===== src/rtl/conf_uart.sv =====
// Configurable UART: independent TX and RX engines sharing only the clock and reset.
// Each bit lasts BIT_CLKS cycles; RX samples the synchronised line mid-bit.
module conf_uart #(
  parameter int SYSTEM_FREQ = 50_000_000,
  parameter int BAUD_RATE   = 9600,
  parameter int DATA_BITS   = 8,
  parameter int PARITY      = 0,
  parameter int STOP_BITS   = 1
) (
  input  logic                 clock,
  input  logic                 arst_n,
  input  logic                 rx_bit,
  output logic                 tx_bit,
  output logic [DATA_BITS-1:0] rx_value,
  output logic                 rx_value_ready,
  output logic                 rx_parity_error,
  output logic                 rx_frame_error,
  input  logic [DATA_BITS-1:0] tx_value,
  input  logic                 tx_value_write,
  output logic                 tx_ready
);

  localparam int DIV      = SYSTEM_FREQ / (BAUD_RATE * 16);
  localparam int BIT_CLKS = 16 * DIV;
  localparam int CW       = (BIT_CLKS > 2) ? $clog2(BIT_CLKS) : 1;
  localparam logic [CW-1:0] LAST      = CW'(BIT_CLKS - 1);
  localparam logic [CW-1:0] MID       = CW'(BIT_CLKS / 2 - 1);
  localparam logic [3:0]    DLAST     = 4'(DATA_BITS - 1);
  localparam logic [3:0]    STOP_LAST = 4'(STOP_BITS - 1);

  generate
    if (DIV < 1 || DATA_BITS < 5 || DATA_BITS > 9 || PARITY < 0 || PARITY > 2 ||
        STOP_BITS < 1 || STOP_BITS > 2) begin : g_bad_param
      $error("conf_uart: illegal parameter combination");
    end
  endgenerate

  typedef enum logic [2:0] {TX_IDLE, TX_START, TX_DATA, TX_PARITY, TX_STOP} tx_state_t;
  typedef enum logic [2:0] {RX_IDLE, RX_START, RX_DATA, RX_PARITY, RX_STOP} rx_state_t;

  tx_state_t            tx_state_q;
  logic [CW-1:0]        tx_cnt_q;
  logic [3:0]           tx_idx_q;
  logic [DATA_BITS-1:0] tx_shift_q;
  logic                 tx_par_q;
  logic                 tx_bit_q;
  logic                 tx_ready_q;

  always_ff @(posedge clock or negedge arst_n) begin
    if (!arst_n) begin
      tx_state_q <= TX_IDLE;
      tx_cnt_q   <= '0;
      tx_idx_q   <= '0;
      tx_shift_q <= '0;
      tx_par_q   <= 1'b0;
      tx_bit_q   <= 1'b1;
      tx_ready_q <= 1'b1;
    end else if (tx_state_q == TX_IDLE) begin
      if (tx_value_write && tx_ready_q) begin
        tx_shift_q <= tx_value;
        tx_par_q   <= (PARITY == 1) ? ~(^tx_value) : ^tx_value;
        tx_state_q <= TX_START;
        tx_cnt_q   <= '0;
        tx_bit_q   <= 1'b0;
        tx_ready_q <= 1'b0;
      end
    end else if (tx_cnt_q != LAST) begin
      tx_cnt_q <= tx_cnt_q + 1'b1;
    end else begin
      // End of a bit period: advance to the next bit of the frame.
      tx_cnt_q <= '0;
      case (tx_state_q)
        TX_START: begin
          tx_state_q <= TX_DATA;
          tx_idx_q   <= '0;
          tx_bit_q   <= tx_shift_q[0];
          tx_shift_q <= tx_shift_q >> 1;
        end
        TX_DATA: begin
          if (tx_idx_q != DLAST) begin
            tx_idx_q   <= tx_idx_q + 1'b1;
            tx_bit_q   <= tx_shift_q[0];
            tx_shift_q <= tx_shift_q >> 1;
          end else if (PARITY != 0) begin
            tx_state_q <= TX_PARITY;
            tx_bit_q   <= tx_par_q;
          end else begin
            tx_state_q <= TX_STOP;
            tx_idx_q   <= '0;
            tx_bit_q   <= 1'b1;
          end
        end
        TX_PARITY: begin
          tx_state_q <= TX_STOP;
          tx_idx_q   <= '0;
          tx_bit_q   <= 1'b1;
        end
        TX_STOP: begin
          if (tx_idx_q != STOP_LAST) begin
            tx_idx_q <= tx_idx_q + 1'b1;
          end else begin
            tx_state_q <= TX_IDLE;
            tx_ready_q <= 1'b1;
          end
        end
        default: begin
          tx_state_q <= TX_IDLE;
          tx_bit_q   <= 1'b1;
          tx_ready_q <= 1'b1;
        end
      endcase
    end
  end

  rx_state_t            rx_state_q;
  logic                 rx_sync1_q;
  logic                 rx_sync2_q;
  logic                 rx_prev_q;
  logic [CW-1:0]        rx_cnt_q;
  logic [3:0]           rx_idx_q;
  logic [DATA_BITS-1:0] rx_shift_q;
  logic                 rx_perr_pend_q;
  logic [DATA_BITS-1:0] rx_value_q;
  logic                 rx_ready_q;
  logic                 rx_perr_q;
  logic                 rx_ferr_q;

  always_ff @(posedge clock or negedge arst_n) begin
    if (!arst_n) begin
      rx_state_q     <= RX_IDLE;
      rx_sync1_q     <= 1'b1;
      rx_sync2_q     <= 1'b1;
      rx_prev_q      <= 1'b1;
      rx_cnt_q       <= '0;
      rx_idx_q       <= '0;
      rx_shift_q     <= '0;
      rx_perr_pend_q <= 1'b0;
      rx_value_q     <= '0;
      rx_ready_q     <= 1'b0;
      rx_perr_q      <= 1'b0;
      rx_ferr_q      <= 1'b0;
    end else begin
      rx_sync1_q <= rx_bit;
      rx_sync2_q <= rx_sync1_q;
      rx_prev_q  <= rx_sync2_q;
      rx_ready_q <= 1'b0;
      case (rx_state_q)
        RX_IDLE: begin
          if (rx_prev_q && !rx_sync2_q) begin
            rx_state_q <= RX_START;
            rx_cnt_q   <= '0;
          end
        end
        RX_START: begin
          // After the mid-start sample, the counter wraps exactly on later mid-bit points.
          if (rx_cnt_q != MID) begin
            rx_cnt_q <= rx_cnt_q + 1'b1;
          end else begin
            rx_cnt_q       <= '0;
            rx_idx_q       <= '0;
            rx_perr_pend_q <= 1'b0;
            rx_state_q     <= rx_sync2_q ? RX_IDLE : RX_DATA;
          end
        end
        RX_DATA: begin
          if (rx_cnt_q != LAST) begin
            rx_cnt_q <= rx_cnt_q + 1'b1;
          end else begin
            rx_cnt_q   <= '0;
            rx_shift_q <= {rx_sync2_q, rx_shift_q[DATA_BITS-1:1]};
            if (rx_idx_q == DLAST) begin
              rx_state_q <= (PARITY != 0) ? RX_PARITY : RX_STOP;
            end else begin
              rx_idx_q <= rx_idx_q + 1'b1;
            end
          end
        end
        RX_PARITY: begin
          if (rx_cnt_q != LAST) begin
            rx_cnt_q <= rx_cnt_q + 1'b1;
          end else begin
            rx_cnt_q       <= '0;
            rx_perr_pend_q <= rx_sync2_q != ((PARITY == 1) ? ~(^rx_shift_q) : ^rx_shift_q);
            rx_state_q     <= RX_STOP;
          end
        end
        RX_STOP: begin
          if (rx_cnt_q != LAST) begin
            rx_cnt_q <= rx_cnt_q + 1'b1;
          end else begin
            rx_cnt_q   <= '0;
            rx_state_q <= RX_IDLE;
            rx_value_q <= rx_shift_q;
            rx_perr_q  <= (PARITY != 0) ? rx_perr_pend_q : 1'b0;
            rx_ferr_q  <= ~rx_sync2_q;
            rx_ready_q <= 1'b1;
          end
        end
        default: rx_state_q <= RX_IDLE;
      endcase
    end
  end

  assign tx_bit          = tx_bit_q;
  assign tx_ready        = tx_ready_q;
  assign rx_value        = rx_value_q;
  assign rx_value_ready  = rx_ready_q;
  assign rx_parity_error = rx_perr_q;
  assign rx_frame_error  = rx_ferr_q;

endmodule

===== config.mk =====
export PLATFORM = sky130hd
export DESIGN_NAME = conf_uart
export DESIGN_NICKNAME = d
export VERILOG_FILES = /design/src/rtl/conf_uart.sv
export SDC_FILE = /design/constraint.sdc
export NUM_CORES = 1
export LEC_CHECK = 0
export ABC_AREA = 1
export BUFFER_PORTS_ARGS = -buffer_cell sky130_fd_sc_hd__clkbuf_2
export CAP_MARGIN = 30
export CORE_MARGIN = 2
export CORE_UTILIZATION = 60
export CTS_CLUSTER_SIZE = 40
export DETAILED_ROUTE_END_ITERATION = 7
export PLACE_DENSITY = 0.82
export SYNTH_ARGS = -nofsm -noshare
export SYNTH_HDL_FRONTEND = slang
export SYNTH_SLANG_ARGS = --single-unit

===== constraint.sdc =====
create_clock -name clock -period 3.21 [get_ports clock]
set_input_delay 0.642 -clock clock [delete_from_list [all_inputs] [get_ports clock]]
set_output_delay 0.642 -clock clock [all_outputs]
set_load 0.02 [all_outputs]

**After elaboration in Yosys (flattened, before gate mapping)**

Cells that the tools add are included.

- Bits in registers: 71

- $add $sub $neg: 4
- Equal/unequal tests: 28
- Muxes and demuxes: 44
- Bitwise operators: 4
- Reduce and logical (&&, ||, !) cells: 23

Operators with widths:

| kind | count |
|---|---|
| two-way mux 13 bit | 6 |
| one-hot mux 13 bit (3 select lines) | 1 |
| two-way mux 3 bit | 11 |
| two-way mux 8 bit | 4 |
| adder 13 x 1 -> 13 bit (second input constant) | 2 |
| inequality test 13 bit (second input constant) | 2 |
| two-way mux 4 bit | 5 |
| inequality test 2 bit (second input constant) | 10 |
| AND reduction 4 bit | 5 |
| one-hot mux 8 bit (2 select lines) | 1 |
| one-hot mux 3 bit (5 select lines) | 1 |
| inequality test 13 x 12 -> 1 bit (second input constant) | 1 |
| equality test 3 x 2 -> 1 bit (second input constant) | 4 |
| one-hot mux 3 bit (4 select lines) | 1 |
| one-hot mux 4 bit (3 select lines) | 1 |
| two-way mux 1 bit | 9 |
| inequality test 3 bit (second input constant) | 3 |
| nonzero test 3 bit | 3 |
| adder 4 x 1 -> 4 bit (second input constant) | 2 |
| one-hot mux 4 bit (2 select lines) | 1 |
| equality test 3 x 1 -> 1 bit (second input constant) | 2 |
| equality test 3 bit (second input constant) | 2 |
| zero test 3 bit | 2 |
| AND reduction 2 bit | 3 |
| 15 further kinds | 21 |

**Logic depth before layout (Yosys ltp)**

Gate-level depths: netlist (run 1).

- Depth in word-level cells: 5
- Depth in mapped cells: 11
- Depth with buffers taken out: 10

**Worst setup path before layout (run 1)**

No wires, ideal clock.

- Path type: input -> register
- Start: input port tx_value_write
- End: register tx_shift_q[3]
- Library setup time: 0.122 ns
- Data arrival time: 1.405 ns
- Data required time: 3.088 ns
- Slack: 1.684 ns
- Cell stages on the path: 8
- Path through: nand2_1 inv_1 nor2_8 inv_2 nand3_4 buf_6 nand2_1 o21ai_2

- Word-level cells in the longest chain between the ends: 3

RTL lines:

| what | RTL line | text |
|---|---|---|
| start: declaration | 19 | `input logic tx_value_write,` |
| logical AND 1 bit | 59 | `if (tx_value_write && tx_ready_q) begin` |
| inequality test 2 x 1 -> 1 bit (no source line) | -- |  |
| AND reduction 4 bit (no source line) | -- |  |
| end signal: assignment | 60 | `tx_shift_q <= tx_value;` |
| end signal: assignment | 77 | `tx_shift_q <= tx_shift_q >> 1;` |
| end signal: assignment | 83 | `tx_shift_q <= tx_shift_q >> 1;` |
| end: declaration | 44 | `logic [DATA_BITS-1:0] tx_shift_q;` |

Every way passes these cells.
A chain may end at the register's enable or synchronous reset.

**Final worst setup path (run 1)**

- Start: register tx_idx_q[1]
- End: register tx_shift_q[2]

- Word-level cells in the longest chain between the ends: 3

RTL lines:

| what | RTL line | text |
|---|---|---|
| start: declaration | 43 | `logic [3:0] tx_idx_q;` |
| start signal: assignment | 81 | `tx_idx_q <= tx_idx_q + 1'b1;` |
| start signal: assignment | 100 | `tx_idx_q <= tx_idx_q + 1'b1;` |
| inequality test 4 x 3 -> 1 bit | 80 | `if (tx_idx_q != DLAST) begin` |
| inequality test 3 bit (no source line) | -- |  |
| AND reduction 4 bit (no source line) | -- |  |

Every way passes these cells.

==> impl_metrics.py, run 1 <==
metrics = {
    "critical_path": {
        "crit_path_end": "tx_shift_q[2]",
        "crit_cells": 7,
        "worstPathArrival_ns": 1.97,
        "crit_fanout": 16,
        "startpoint": "tx_idx_q[1]",
        "path_buf_inv": 0,
        "path_delay_family": "simple AND/OR/NAND/NOR gates",
        "crit_slowest_cell": "dfrtp_1",
        "worstPathCellList": "ha_1, nand3_1, nand2_1, a21oi_2, nand3_4, nand2_1, o21ai_2",
        "worstRegToRegCells": 7,
        "worstPathRequired_ns": 3.45,
        "crit_path_frequent_cell": "nand2_1",
        "r2r-end": "tx_shift_q[2]",
        "critPathKind": "reg2reg",
        "slowest_delay_ns": 0.43,
        "r2r_start": "tx_idx_q[1]",
        "ff2ff_setup_slack_ns": 1.48,
        "cp-start-kind": "flip-flop",
        "worst_setup_path_end_kind": "flip-flop",
    },
    "cts": {
        "cts_setup_buffers": 0,
        "numCtsBuffers": 9,
        "postCtsHoldBufs": 0,
        "cts_max_level": 3,
        "clkLatencyLatePin_ns": 0.35,
        "clock-sinks": 71,
        "tritoncts": "done",
        "clkTransAtPathRegs_ns": 0.08,
        "cts_buffer_depth": 2,
        "ctsRootBufferMaster": "clkbuf_8",
        "postCtsResizedCells": 0,
    },
    "timing": {
        "maxSlewHeadroom_pct": 65.47,
        "rsz0062_at_grt": "false",
        "hold_ws_ns": 0.2562,
        "period_needed_ns": 1.729,
        "report.final.slew_viol_count": 0,
        "fin_setup_tns_ns": 0,
        "finalHoldViolCount": 0,
        "max_freq_mhz": 578.3,
        "skew_ns": 0.009802,
        "setup_viol": 0,
        "timing.final.crit_share_pct": 53.87,
        "worst_pin_slew_ns": 0.5179,
    },
    "routing": {
        "viasPerCell": 5.458,
        "detail_route.first_pass.iterations": 5,
        "postRouteAntennaNets": 0,
        "wirelength_um": 7854,
        "wl_per_cell_um": 12.90,
        "route.detailed.drc": 0,
        "drt_iter0_markers": 255,
        "vias": 3324,
    },
    "synth": {
        "synthArstFlopShare_pct": 100.0,
        "ys_seq_elements": 71,
        "ys_top_cells_by_area": "dfrtp_1, nand2_1, nand3_1",
        "seq_area_frac_synth_pct": 45.54,
        "synth-warning-count": 0,
        "synthFlopType": "dfrtp_1",
        "syn_area_mm2": 0.003915,
        "synth_edf_count": 0,
        "yosysUniqueCellTypes": 36,
        "synth.avg_cell_area_um2": 7.846,
        "synth.top_cell.area_share_pct": 42.19,
        "yosys.cell_count.top_type": "nand2_1",
        "synth_top_cell_by_area": "dfrtp_1",
        "synth_cells": 499,
        "syn_nets": 516,
        "synth_common_cells": "nand2_1, dfrtp_1, nand3_1",
    },
    "grt": {
        "grt_max_degree": 28,
        "grt_pass1_vias": 3177,
        "grt_use_total_pct": 23.99,
        "grt_pass1_wl_um": 13960,
        "gr-total-overflow": 0,
        "antenna_found_initial": 0,
    },
    "finish": {
        "drive_gt1_share_pct": 17.11,
        "fin_nets": 544,
        "multi_input_area_mm2": 0.001836,
        "fillerInstances": 536,
        "num_antenna_cells": 0,
        "area_growth_syn_to_layout_pct": 9.236,
        "finalInstanceArea_mm2": 0.004277,
        "ff_latch_area_mm2": 0.001783,
    },
    "place": {
        "hpwlAfterDp_um": 5647,
        "io_buffers": 23,
        "gp_congestion": 0.9027,
        "dpl_cell_area_mm2": 0.004074,
    },
    "min_path": {
        "min_path_type": "in2async",
    },
    "pwr": {
        "p_per_area_mw_per_mm2": 500.7,
        "leakagePower_nw": 2.176,
        "ir_drop_uv": 394.9,
    },
    "die": {
        "io_pins": 25,
        "initial_core_util_pct": 62.01,
        "die_area_mm2": 0.007187,
        "rows": 29,
        "die_x_um": 84.78,
        "core-area_mm2": 0.006314,
        "dieHeight_um": 84.78,
    },
    "run_status": {
        "status": "finished clean",
    },
    "flow_run": {
        "drv_cap": 0,
    },
}
==> worst register-to-register path: stages, from the launching register on <==
cell and delay, ns:
dfrtp_1 0.43, ha_1 0.23, nand3_1 0.18, nand2_1 0.11
a21oi_2 0.22, nand3_4 0.23, nand2_1 0.15, o21ai_2 0.06
==> cell type report <==
class / instances / share of cell area, %
Inverter: 61 / 5.354
Tap cell: 77 / 2.253
Clock inverter: 7 / 1.843
Sequential cell: 71 / 41.69
Multi-Input combinational cell: 359 / 42.92
Clock buffer: 9 / 2.896
Timing Repair Buffer: 25 / 3.043
==> worst min path at each step <==
stage               start          end  slack [ns]  cells after the start
4_1_cts            arst_n  tx_idx_q[1]        0.27                      1
3_3_place_gp   rx_sync1_q   rx_sync2_q        0.35                      0
5_1_grt            arst_n  tx_idx_q[1]        0.29                      1
3_5_place_dp   rx_sync1_q   rx_sync2_q        0.35                      0
6_report           arst_n  tx_idx_q[1]        0.26                      1
2_1_floorplan      arst_n  rx_cnt_q[0]        0.35                      0
==> state kept, by name, indices dropped and copies added, names as in the netlist <==
signal / count
rx_cnt_q: 13
rx_frame_error: 1
rx_idx_q: 4
rx_prev_q: 1
rx_shift_q: 8
rx_state_q: 3
rx_sync1_q: 1
rx_sync2_q: 1
rx_value: 8
rx_value_ready: 1
tx_bit: 1
tx_cnt_q: 13
tx_idx_q: 4
tx_ready: 1
tx_shift_q: 8
tx_state_q: 3
==> layout by cell type, fill, tap and decap left out, types with 2 or more instances in the layout <==
cell / synthesis / layout
clkinvlp_4: 0 / 3
nor2_2: 3 / 3
nor3_1: 4 / 4
dfstp_2: 5 / 5
o22ai_1: 3 / 3
buf_4: 1 / 2
a21oi_1: 3 / 3
mux2i_1: 7 / 7
nand3_1: 49 / 49
inv_6: 0 / 3
xor2_1: 6 / 6
clkbuf_2: 0 / 22
nand3_2: 2 / 2
o211ai_1: 4 / 4
xnor2_1: 2 / 2
dfrtp_1: 66 / 66
o21ai_1: 26 / 26
o21ai_2: 16 / 16
nor2_1: 45 / 45
o21ai_0: 13 / 13
inv_2: 12 / 12
nand2_1: 145 / 145
nand2_2: 2 / 2
ha_1: 5 / 5
nand4_1: 11 / 11
clkbuf_8: 0 / 9
inv_1: 48 / 48
nand2_4: 4 / 4
==> power breakdown <==
part	internal [mW]	leakage (nW)	total, mW	switching (mW)
clock network	0.367	0.0929	0.738	0.372
registers	0.938	0.903	0.990	0.0521
logic	0.111	1.18	0.413	0.301
==> through the flow <==
step | util, % | total power, mW | worst slack, ns | cells
floorplan | - | 1.321 | 1.684 | 499
detailed placement | 64.53 | 1.415 | 1.442 | 593
finish | 67.74 | 2.141 | 1.481 | 609
CTS | 67.74 | 2.152 | 1.482 | 609
global placement | 64.53 | 1.402 | 1.513 | 593
global route | 67.74 | 2.259 | 1.314 | 609
==> cell families after synthesis <==
kind of cell,share of synthesized area [%]
flops,45.54
compound gates,10.64
fa+ha+maj,1.598
simple gates,30.97
buf+inv,7.574
mux,1.790
other cells,0.09579
xor+xnor,1.790
==> per-layer routing <==
| layer | vias to the layer above | track usage [%] | wire length [µm] | part of all wire [%] |
|---|---|---|---|---|
| li1 | 1669 | - | - | - |
| met1 | 1553 | 32.63 | 3625 | 46 |
| met2 | 85 | 38.44 | 3681 | 47 |
| met3 | 17 | 3.638 | 388 | 4.9 |
| met4 | 0 | 10.25 | 159 | 2.0 |
| met5 | - | 0 | 0 | 0 |
Note: power is estimated with default switching activity, not from simulation.
==> run 2: changes to the inputs <==
CORE_UTILIZATION = 55   (was 60)
PLACE_DENSITY = 0.79   (was 0.82)
clock period = 1.5 ns   (was 3.21 ns; I/O delays follow)
==> run 2 against run 1 <==
The run now ends with negative setup slack left. Clock power grew 120%. Fmax shrank 0.69%. Critical path type unchanged. Combinational power increased to 4.0 times the previous value. Cell count grew 13%. Sequential power increased by 120%. Critical endpoint is now rx_shift_q[6]. Clock skew increased by 0.0040 ns. Sequential share of layout area decreased by 7.8 points. Via count increased by 24%. Worst setup slack got worse by 1.7 ns. Largest power group unchanged. Register-to-register slack worse by 1.7 ns. Utilization rose by 9.7 points. Clock-buffer cell count stayed put.
==> impl_metrics.py, run 2 (synthesis results as in run 1) <==
metrics = {
    "timing": {
        "setup_viol": 35,
        "max_freq_mhz": 574.3,
        "fin_setup_tns_ns": -2.190,
        "skew_ns": 0.01381,
        "hold_ws_ns": 0.1870,
        "finalHoldViolCount": 0,
        "report.final.slew_viol_count": 0,
        "period_needed_ns": 1.741,
        "layout_setup_ws_ns": -0.2411,
        "rsz0062_at_grt": "true",
        "timing.final.crit_share_pct": 116.1,
    },
    "critical_path": {
        "slowest_delay_ns": 0.43,
        "r2r-end": "rx_shift_q[6]",
        "cp-start-kind": "flip-flop",
        "worstRegToRegCells": 8,
        "path_buf_inv": 1,
        "critPathKind": "reg2reg",
        "crit_slowest_cell": "dfrtp_1",
        "worstPathRequired_ns": 1.75,
        "worst_setup_path_end_kind": "flip-flop",
        "crit_fanout": 16,
        "r2r_start": "rx_cnt_q[0]",
        "path_delay_family": "simple AND/OR/NAND/NOR gates",
        "worstPathArrival_ns": 1.99,
        "ff2ff_setup_slack_ns": -0.24,
        "worstPathCellList": "ha_4, nand2_4, nor2_4, nand3_4, inv_4, nand2_8, nand2_1, o21ai_2",
    },
    "run_status": {
        "violations": "negative setup slack",
        "status": "complete, but fails checks",
    },
    "finish": {
        "drive_gt1_share_pct": 39.29,
        "utilization_pct": 77.47,
        "biggestRegsByFlops": "rx_cnt_q (13), tx_cnt_q (13)",
        "num_antenna_cells": 0,
        "fin_nets": 605,
        "final_cell_mix": "nand2_1, dfrtp_1, buf_4",
        "layout_commonest_cell": "nand2_1",
        "area_growth_syn_to_layout_pct": 35.19,
    },
    "place": {
        "gp_congestion": 0.9144,
        "io_buffers": 23,
        "hpwlAfterDp_um": 5765,
    },
    "cts": {
        "clkLatencyLatePin_ns": 0.38,
        "cts_max_level": 3,
        "numCtsBuffers": 9,
        "clock-sinks": 71,
        "cts_buffer_depth": 2,
        "ctsRootBufferMaster": "clkbuf_8",
        "tritoncts": "done",
        "clkTransAtPathRegs_ns": 0.09,
    },
    "min_path": {
        "hold_end": "tx_shift_q[7]",
        "worstHoldStart": "tx_value[7]",
        "whs_path_depth": 3,
        "min_path_type": "in2reg",
    },
    "die": {
        "rows": 30,
        "core-area_mm2": 0.006832,
        "die_area_mm2": 0.007809,
        "io_pins": 25,
        "die_x_um": 88.37,
        "initial_core_util_pct": 57.31,
        "dieHeight_um": 88.37,
    },
    "routing": {
        "wirelength_um": 12820,
        "route.detailed.drc": 0,
        "viasPerCell": 5.991,
        "detail_route.first_pass.iterations": 5,
        "postRouteAntennaNets": 0,
        "wl_per_cell_um": 18.60,
        "vias": 4128,
        "drt_iter0_markers": 417,
    },
    "grt": {
        "grt_pass1_wl_um": 15190,
        "gr-total-overflow": 0,
        "antenna_found_initial": 0,
        "grt_pass1_vias": 3408,
        "grt_use_total_pct": 24.99,
        "grt_max_degree": 72,
    },
    "pwr": {
        "ir_drop_uv": 1142,
        "leakagePower_nw": 2.544,
        "p_per_area_mw_per_mm2": 1032,
    },
    "flow_run": {
        "drv_cap": 0,
    },
}
## run 2: cell type report
type,count,area [µm²]
clock buffers,9,123.9
clock inverters,7,77.57
fillers,382,1539
inverters,61,250.2
multi-input cells,363,2330
flip-flops and latches,71,1792
well taps,96,120.1
repair buffers,82,599.3
## run 2: per-layer routing
layer  GRT usage (%)  up-vias  routed length, µm
li1                -     1800                  -
met1           33.35     2004               4731
met2           39.78      253               6469
met3           5.037       71               1008
met4           10.88        0                608
met5               0        -                  0
## run 2: what timing repair did
| action | CTS | global route |
|---|---|---|
| pin swaps | 3 | 22 |
| endpoints found under the hold margin | 66 | 1 |
| setup buffers | 2 | 14 |
| setup endpoints to repair | 37 | 56 |
| gates cloned | 1 | 3 |
| hold buffers | 1 | 1 |
| gates resized for setup | 19 | 115 |
## run 2: tightest hold or removal path, cell delays in order
cell	delay, ns
clkbuf_2	0.09
nand2_1	0.08
o21ai_2	0.06
## run 2: worst max path at each step
stage | end | from | cells past startpoint
6_report | rx_shift_q[6] | rx_cnt_q[0] | 8
5_1_grt | rx_shift_q[6] | rx_cnt_q[0] | 8
4_1_cts | tx_state_q[1] | tx_cnt_q[0] | 8
3_5_place_dp | rx_shift_q[0] | rx_cnt_q[0] | 8
3_3_place_gp | rx_shift_q[4] | rx_cnt_q[0] | 8
2_1_floorplan | tx_shift_q[3] | tx_cnt_q[0] | 9
## run 2: per-stage QoR
stage	power (mW)	instances	worst slack (ns)	cell area, µm²
2_1_floorplan	2.827	499	0.0008747	3920
3_3_place_gp	3.122	651	0.01827	4408
3_5_place_dp	3.157	651	-0.05452	4408
4_1_cts	4.878	671	-0.01356	4735
5_1_grt	5.647	689	-0.2204	5293
6_report	5.462	689	-0.2411	5293
## run 2: power by group
part	switching [mW]	leakage, nW	internal [mW]
registers	0.158	0.892	2.01
clock network	0.867	0.101	0.785
logic	1.08	1.55	0.560
total	2.10	2.54	3.36
